==> src/rtl/alu_pkg.sv <==
// Shared encodings for the sequential ALU: opcode and extended-opcode values,
// PSR bit positions and the control FSM state type.
package alu_pkg;

    // Primary opcodes
    localparam logic [3:0] OP_RTYPE = 4'b0000;
    localparam logic [3:0] OP_ANDI  = 4'b0001;
    localparam logic [3:0] OP_ORI   = 4'b0010;
    localparam logic [3:0] OP_XORI  = 4'b0011;
    localparam logic [3:0] OP_MEM   = 4'b0100;
    localparam logic [3:0] OP_ADDI  = 4'b0101;
    localparam logic [3:0] OP_SHIFT = 4'b1000;
    localparam logic [3:0] OP_SUBI  = 4'b1001;
    localparam logic [3:0] OP_CMPI  = 4'b1011;
    localparam logic [3:0] OP_MOVI  = 4'b1101;
    localparam logic [3:0] OP_LUI   = 4'b1111;

    // Extended opcodes under OP_RTYPE
    localparam logic [3:0] EXT_AND  = 4'b0001;
    localparam logic [3:0] EXT_OR   = 4'b0010;
    localparam logic [3:0] EXT_XOR  = 4'b0011;
    localparam logic [3:0] EXT_ADD  = 4'b0101;
    localparam logic [3:0] EXT_SUB  = 4'b1001;
    localparam logic [3:0] EXT_CMP  = 4'b1011;
    localparam logic [3:0] EXT_MOV  = 4'b1101;
    localparam logic [3:0] EXT_MUL  = 4'b1110;

    // Extended opcodes under OP_SHIFT
    localparam logic [3:0] EXT_LSHI = 4'b0000;
    localparam logic [3:0] EXT_RSHI = 4'b0001;
    localparam logic [3:0] EXT_LSH  = 4'b0100;

    // Bit positions inside the 5-bit flag field (PSR[4:0])
    localparam int PSR_C = 4;
    localparam int PSR_L = 3;
    localparam int PSR_F = 2;
    localparam int PSR_Z = 1;
    localparam int PSR_N = 0;

    // Control FSM: IDLE accepts ops, MUL waits for the iterative multiplier
    typedef enum logic [0:0] {
        ST_IDLE = 1'b0,
        ST_MUL  = 1'b1
    } alu_state_e;

endpackage

==> src/rtl/alu_mul_seq.sv <==
// Iterative shift-add multiplier returning the low WIDTH bits of a*b.
// Bit 0 of the multiplier is consumed in the start cycle, then one bit per
// cycle; `product` is the combinational next accumulator so that it holds the
// complete result in the cycle `done` is high.
module alu_mul_seq
    import alu_pkg::*;
#(
    parameter int WIDTH = 16
) (
    input  logic             clk,
    input  logic             reset,
    input  logic             start,
    input  logic [WIDTH-1:0] a,
    input  logic [WIDTH-1:0] b,
    output logic             done,
    output logic [WIDTH-1:0] product
);

    localparam int CW = $clog2(WIDTH);
    localparam logic [CW-1:0] LAST = CW'(WIDTH - 1);

    logic [WIDTH-1:0] acc;
    logic [WIDTH-1:0] mcand;
    logic [WIDTH-1:0] mplier;
    logic [CW-1:0]    count;
    logic             active;
    logic [WIDTH-1:0] acc_next;

    assign acc_next = acc + (mplier[0] ? mcand : '0);
    assign product  = acc_next;
    assign done     = active && (count == LAST);

    // Operand load on start, then one partial product per cycle until the last bit
    always_ff @(posedge clk or negedge reset) begin
        if (!reset) begin
            acc    <= '0;
            mcand  <= '0;
            mplier <= '0;
            count  <= '0;
            active <= 1'b0;
        end else if (start) begin
            acc    <= b[0] ? a : '0;
            mcand  <= a << 1;
            mplier <= b >> 1;
            count  <= CW'(1);
            active <= 1'b1;
        end else if (active) begin
            acc    <= acc_next;
            mcand  <= mcand << 1;
            mplier <= mplier >> 1;
            if (count == LAST) begin
                active <= 1'b0;
                count  <= '0;
            end else begin
                count <= count + CW'(1);
            end
        end
    end

endmodule

==> src/rtl/alu_seq.sv <==
// Registered ALU between register read and writeback. Single-cycle ops return
// one cycle after acceptance; MUL runs on the iterative multiplier and returns
// WIDTH cycles after acceptance. Owns the PSR so flags persist across ops.
//
// Handshake: an op transfers on a rising edge where in_valid && in_ready;
// in_ready is high whenever the FSM is IDLE and does not depend on in_valid.
// out_valid is a one-cycle pulse with no backpressure; result and PSR hold
// their values between pulses.
module alu_seq
    import alu_pkg::*;
#(
    parameter int WIDTH  = 16,
    parameter int IMM_W  = 8,
    parameter bit MUL_EN = 1'b1
) (
    input  logic             clk,
    input  logic             reset,
    input  logic             in_valid,
    output logic             in_ready,
    input  logic [3:0]       opCode,
    input  logic [3:0]       opExt,
    input  logic [WIDTH-1:0] a,
    input  logic [WIDTH-1:0] b,
    output logic             out_valid,
    output logic [WIDTH-1:0] result,
    output logic [7:0]       PSR,
    output alu_state_e       dbg_state
);

    // Shift amount field is signed and one bit wider than log2(WIDTH)
    localparam int SW = $clog2(WIDTH) + 1;

    alu_state_e       state;
    alu_state_e       state_next;
    logic [4:0]       flags;
    logic [4:0]       flags_next;
    logic [WIDTH-1:0] res_next;
    logic             write_res;
    logic             is_mul;
    logic             accept;
    logic             mul_start;
    logic             mul_done;
    logic [WIDTH-1:0] mul_product;

    logic [WIDTH-1:0] imm_sext;
    logic [WIDTH-1:0] imm_zext;
    logic [WIDTH-1:0] opnd;
    logic [WIDTH:0]   sum_ext;
    logic [WIDTH:0]   diff_ext;
    logic             add_ovf;
    logic             sub_ovf;

    // Logical shift: non-negative amount shifts left, negative shifts right;
    // invert swaps the direction. Magnitudes of WIDTH or more clear the value.
    function automatic logic [WIDTH-1:0] shift_op(input logic [WIDTH-1:0] val,
                                                  input logic [SW-1:0]    amt,
                                                  input logic             invert);
        logic [SW-1:0] mag;
        logic          go_left;
        go_left = ~amt[SW-1] ^ invert;
        mag     = amt[SW-1] ? (~amt + SW'(1)) : amt;
        if (mag >= SW'(WIDTH)) begin
            return '0;
        end else if (go_left) begin
            return val << mag;
        end else begin
            return val >> mag;
        end
    endfunction

    assign imm_sext = WIDTH'($signed(b[IMM_W-1:0]));
    assign imm_zext = WIDTH'(b[IMM_W-1:0]);

    // Arithmetic immediates are sign-extended; everything else uses b directly
    assign opnd = (opCode == OP_ADDI || opCode == OP_SUBI || opCode == OP_CMPI) ? imm_sext : b;

    assign sum_ext  = {1'b0, a} + {1'b0, opnd};
    assign diff_ext = {1'b0, a} - {1'b0, opnd};
    assign add_ovf  = (a[WIDTH-1] == opnd[WIDTH-1]) && (sum_ext[WIDTH-1]  != a[WIDTH-1]);
    assign sub_ovf  = (a[WIDTH-1] != opnd[WIDTH-1]) && (diff_ext[WIDTH-1] != a[WIDTH-1]);

    assign in_ready  = (state == ST_IDLE);
    assign accept    = in_valid && in_ready;
    assign mul_start = accept && is_mul;
    assign PSR       = {3'b000, flags};
    assign dbg_state = state;

    // Decode and single-cycle datapath; unsupported encodings yield 0 with flags held
    always_comb begin
        res_next   = '0;
        flags_next = flags;
        write_res  = 1'b1;
        is_mul     = 1'b0;
        case (opCode)
            OP_RTYPE: begin
                case (opExt)
                    EXT_ADD: begin
                        res_next          = sum_ext[WIDTH-1:0];
                        flags_next[PSR_C] = sum_ext[WIDTH];
                        flags_next[PSR_F] = add_ovf;
                    end
                    EXT_SUB: begin
                        res_next          = diff_ext[WIDTH-1:0];
                        flags_next[PSR_C] = diff_ext[WIDTH];
                        flags_next[PSR_F] = sub_ovf;
                    end
                    EXT_CMP: begin
                        write_res         = 1'b0;
                        flags_next[PSR_L] = diff_ext[WIDTH];
                        flags_next[PSR_Z] = (a == opnd);
                        flags_next[PSR_N] = diff_ext[WIDTH-1] ^ sub_ovf;
                    end
                    EXT_AND: res_next = a & b;
                    EXT_OR:  res_next = a | b;
                    EXT_XOR: res_next = a ^ b;
                    EXT_MOV: res_next = b;
                    EXT_MUL: is_mul   = MUL_EN;
                    default: res_next = '0;
                endcase
            end
            OP_ANDI: res_next = a & imm_zext;
            OP_ORI:  res_next = a | imm_zext;
            OP_XORI: res_next = a ^ imm_zext;
            OP_MOVI: res_next = imm_zext;
            OP_MEM:  res_next = sum_ext[WIDTH-1:0];
            OP_ADDI: begin
                res_next          = sum_ext[WIDTH-1:0];
                flags_next[PSR_C] = sum_ext[WIDTH];
                flags_next[PSR_F] = add_ovf;
            end
            OP_SUBI: begin
                res_next          = diff_ext[WIDTH-1:0];
                flags_next[PSR_C] = diff_ext[WIDTH];
                flags_next[PSR_F] = sub_ovf;
            end
            OP_CMPI: begin
                write_res         = 1'b0;
                flags_next[PSR_L] = diff_ext[WIDTH];
                flags_next[PSR_Z] = (a == opnd);
                flags_next[PSR_N] = diff_ext[WIDTH-1] ^ sub_ovf;
            end
            OP_SHIFT: begin
                case (opExt)
                    EXT_LSH, EXT_LSHI: res_next = shift_op(a, b[SW-1:0], 1'b0);
                    EXT_RSHI:          res_next = shift_op(a, b[SW-1:0], 1'b1);
                    default:           res_next = '0;
                endcase
            end
            OP_LUI:  res_next = imm_zext << (WIDTH - IMM_W);
            default: res_next = '0;
        endcase
    end

    // FSM state register
    always_ff @(posedge clk or negedge reset) begin
        if (!reset) begin
            state <= ST_IDLE;
        end else begin
            state <= state_next;
        end
    end

    // FSM next state: park in MUL until the multiplier signals its last cycle
    always_comb begin
        state_next = state;
        case (state)
            ST_IDLE: if (mul_start) state_next = ST_MUL;
            ST_MUL:  if (mul_done)  state_next = ST_IDLE;
            default: state_next = ST_IDLE;
        endcase
    end

    // Output and PSR registers; CMP-type ops leave the result register untouched
    always_ff @(posedge clk or negedge reset) begin
        if (!reset) begin
            out_valid <= 1'b0;
            result    <= '0;
            flags     <= '0;
        end else begin
            out_valid <= (accept && !is_mul) || mul_done;
            if (accept && !is_mul) begin
                if (write_res) begin
                    result <= res_next;
                end
                flags <= flags_next;
            end else if (mul_done) begin
                result <= mul_product;
            end
        end
    end

    alu_mul_seq #(
        .WIDTH(WIDTH)
    ) u_mul (
        .clk    (clk),
        .reset  (reset),
        .start  (mul_start),
        .a      (a),
        .b      (b),
        .done   (mul_done),
        .product(mul_product)
    );

endmodule

==> config.mk <==
export PLATFORM = sky130hd
export DESIGN_NAME = alu_seq
export DESIGN_NICKNAME = d
export VERILOG_FILES = /design/src/rtl/alu_pkg.sv /design/src/rtl/alu_mul_seq.sv /design/src/rtl/alu_seq.sv
export SDC_FILE = /design/constraint.sdc
export NUM_CORES = 1
export LEC_CHECK = 0
export CAP_MARGIN = 20
export CORE_UTILIZATION = 40
export CTS_CLUSTER_DIAMETER = 30
export DETAILED_ROUTE_END_ITERATION = 8
export HOLD_SLACK_MARGIN = 0.12
export PLACE_DENSITY = 0.64
export SYNTH_ARGS = -nofsm -noshare
export SYNTH_HDL_FRONTEND = slang
export SYNTH_SLANG_ARGS = --single-unit
==> constraint.sdc <==
create_clock -name clk -period 3.05 [get_ports clk]
set_input_delay 0.61 -clock clk [delete_from_list [all_inputs] [get_ports clk]]
set_output_delay 0.61 -clock clk [all_outputs]
set_load 0.005 [all_outputs]
==> qor.yml, run 1 <==
run_status:
  outcome: "complete, but fails checks"
  violations_in_the_final_reports: "negative setup slack"
floorplan:
  floorplan.rows: 53
  dieWidth_um: 150
  ios: 70
  die_area_um2: 22500
  start_util_pct: 41.3
  coreArea_um2: 21200
  die_height_um: 150
clock_network:
  clock_tree.root_cell: "clkbuf_16"
  clock_tree.buffer_depth: 2
  deepest_level_of_the_cts_h_tree: 3
  cts_tree: "yes"
  cts_buffers: 9
  clkLatencyLatePin_ps: 340
  clock-sinks: 74
  holdBufCountCts: 0
  clock_pin_slew_reported_for_the_worst_setup_and_hold_paths_after_clock_tree_synthesis_ps: 60
setup_path:
  critPathCapture: "result[15]"
  critical_path.max_stage_delay_ps: 560
  crit_path_start_kind: "input port"
  cp_top_family: "compound AO/OA/AOI/OAI gates"
  crit-reg2reg-capture: "result[15]"
  worst_ep_arrival_time_ps: 4530
  crit_start: "opCode[3]"
  path_common_cell: "buf_6"
  crit_slowest_cell: "fa_2"
  critical_path_buf_inv_count: 8
  path_class: "input port to register"
  cp_max_fo: 5
  ff2ff_path_depth: 12
  timing.critical_path.to_type: "register"
  setup_slack_of_the_most_critical_reg_to_reg_path_ps: 80
  cp.required_ps: 3260
  path_depth: 26
  crit-reg2reg-launch: "u_mul.mplier[0]"
cells_and_area:
  finish.utilization_pct: 63.5
  final_layout_size_suffix_gt1_share_pct: 37.3
  multiInputGateArea_um2: 7150
  areaGrowthSynthToFinish_pct: 53.7
  final.fill_count: 1834
  regArea_um2: 1850
  final_area_um2: 13500
  n_antenna_cell: 0
  finish.net_count: 1572
place:
  dp_hpwl_um: 29600
  detailed_place.area_um2: 11800
  gp_routability_congestion: 1.01
  place_worst_setup_slack_ps: -2200
  placement.io_buffers: 66
routing:
  via_per_inst: 6.15
  dr.first_iter.drc_count: 985
  number_of_remaining_drc_errors: 0
  post_drt_wl_per_cell_um: 22.8
  wirelength_routed_um: 39400
  antenna_violating_nets_post_route: 0
  vias: 10600
  detail_route.first_pass.iterations: 5
power:
  powerDensity_nw_per_um2: 515
  leakagePower_nw: 5.83
  max-vdd-ir-drop_uv: 421
  design_power_total_mw: 6.94
timing:
  post_route_fraction_of_the_period_consumed_by_the_critical_path_pct: 142
  report.final.setup_viol: 11
  timing.hold.ws_ps: 290
  finalClockSkew_ps: 10.3
  min_period_ps: 4320
  timing.max_slew.rel_slack_pct: 44.5
  grt_setup_unrepaired: "yes"
  final_critical_path_setup_slack_ps: -1270
  worst_pin_slew_ps: 832
  max_freq_mhz: 231
  timing.final.max_slew_violations: 0
  hold_violations: 0
logic_synthesis:
  synth_area_per_cell_um2: 7.92
  netlist_top_cells_area: "dfrtp_1 (21%), ha_1 (10%), mux2i_1 (7.0%)"
  synth_top_area_cell: "dfrtp_1"
  synth.yosys.seq_area_share_pct: 21.1
  synthFlopType: "dfrtp_1"
  mappedNetlistArea_um2: 8760
  share_of_the_synthesized_area_in_the_top_cell_type_pct: 21.1
  synth_warnings: 0
  synth_cell_type_count: 75
  synthArstFlopShare_pct: 100
  edff_count_synth: 0
  postSynthRegisterBits: 74
  syn_inst_count: 1107
job:
  cap_viol_max_count: 0
grt:
  global_route.overflow_total: 0
  antenna_found_initial: 0
  global_routing_usage_summed_across_all_routing_layers_pct: 34.9
  grt_max_degree: 56
  first_pass_grt_wire_length_um: 58700
  first_global_vias: 10200
worst_hold_path:
  worstHoldPathType: "input port to async pin"
==> through the flow <==
stage	TNS (ps)	std cells
after floorplan	-3550	1109
after global placement	-19610	1667
after detailed placement	-20470	1667
after CTS	-3080	1719
after global routing	-4520	1732
final	-3460	1732
==> routing by layer <==
| layer | wire, um | GRT usage (%) |
|---|---|---|
| met1 | 15900 | 44.7 |
| met2 | 17700 | 54.6 |
| met3 | 3930 | 9.33 |
| met4 | 1910 | 16.3 |
| met5 | 0 | 0 |
==> logic make-up after synthesis <==
family | count (synthesis) | share of synthesized area [%]
XOR/XNOR | 25 | 2.67
flip-flops | 74 | 21.1
multiplexers | 86 | 12.5
adder cells (fa/ha/maj) | 77 | 11.3
buffers and inverters | 147 | 7.01
AO/OA/AOI/OAI | 362 | 27.5
other | 1 | 0.0428
AND/OR/NAND/NOR | 335 | 17.8
==> cells in the final DEF (no fill, tap or decap), drive strengths merged, types with 8 or more instances in the layout <==
master	instances
and3	9
dlygate4sd2	10
mux2i	62
mux4	17
o21bai	8
xnor2	14
or3	9
a21o	16
nor2	96
o221ai	15
clkbuf	14
inv	62
dfrtp	74
o21ai	100
a21oi	72
and2	16
nand2	105
nand2b	8
o22ai	19
ha	73
nor3	25
xor2	11
a221oi	21
o31ai	10
a22oi	25
clkdlybuf4s50	44
nand3	29
buf	359
a221o	13
nor2b	11
==> power breakdown <==
group,internal [mW],switching (mW)
registers,1.33,0.267
logic,2.06,2.11
clock network,0.761,0.404
==> sequential cells by signal, indices dropped and copies added, names as in the netlist <==
name / count
out_valid: 1
u_mul.active: 1
u_mul.mplier: 15
flags: 5
result: 16
dbg_state: 1
u_mul.mcand: 15
u_mul.acc: 16
u_mul.count: 4
==> repair_timing <==
action,4_1_cts,5_1_grt
endpoints found under the setup margin,20,24
resized for setup,168,95
setup buffers,46,18
pin swaps,55,74
cloned,1,0
==> worst reg2reg max path, cell delays in order, from the launching register on <==
cell     delay [ps]
dfrtp_1         390
buf_4           170
and2_1          140
ha_1            300
nor2b_2         170
o31a_1          260
o21ai_0         280
o21ai_1         160
nor2_1          200
o21ai_0         170
xor2_1          210
nor2_1           70
o32a_1          320
==> worst min-delay path by stage <==
stage / startpoint / to / slack (ps)
2_1_floorplan: reset / dbg_state / 310
3_3_place_gp: u_mul.acc[0] / u_mul.acc[0] / 460
3_5_place_dp: flags[1] / flags[1] / 470
4_1_cts: reset / u_mul.acc[4] / 310
5_1_grt: reset / u_mul.acc[4] / 330
6_report: reset / u_mul.mcand[7] / 290
==> layout make-up <==
type,count,area share (%)
multi-input cells,888,53.0
repair buffers,417,26.4
clock buffers,12,1.90
inverters,62,1.84
clock inverters,4,0.548
flip-flops and latches,74,13.8
well taps,275,2.55
==> cells in the mapped netlist, types with 10 or more instances <==
cell type	instances
nand2_1	102
nor2_1	95
o21ai_0	92
dfrtp_1	74
ha_1	73
a21oi_1	72
inv_1	61
mux2i_1	61
clkbuf_1	52
nand3_1	29
a22oi_1	25
nor3_1	25
buf_2	23
a221oi_1	21
o22ai_1	18
mux4_2	17
a21o_1	16
and2_1	16
o221ai_1	14
a221o_1	13
xnor2_1	12
nor2b_1	11
xor2_1	11
o31ai_1	10
No activity file was read; power rests on OpenSTA's default activity.
==> run 2: changes to the inputs <==
Settings changed: CTS_CLUSTER_SIZE from default to 12.
==> results of run 2 <==
Final layout, timing and power as in run 1 (identical DEF).
==> run 3: changes to the inputs <==
Settings changed: HOLD_SLACK_MARGIN 0.12 to default.
==> results of run 3 <==
Final layout, timing and power as in run 1 (identical DEF).
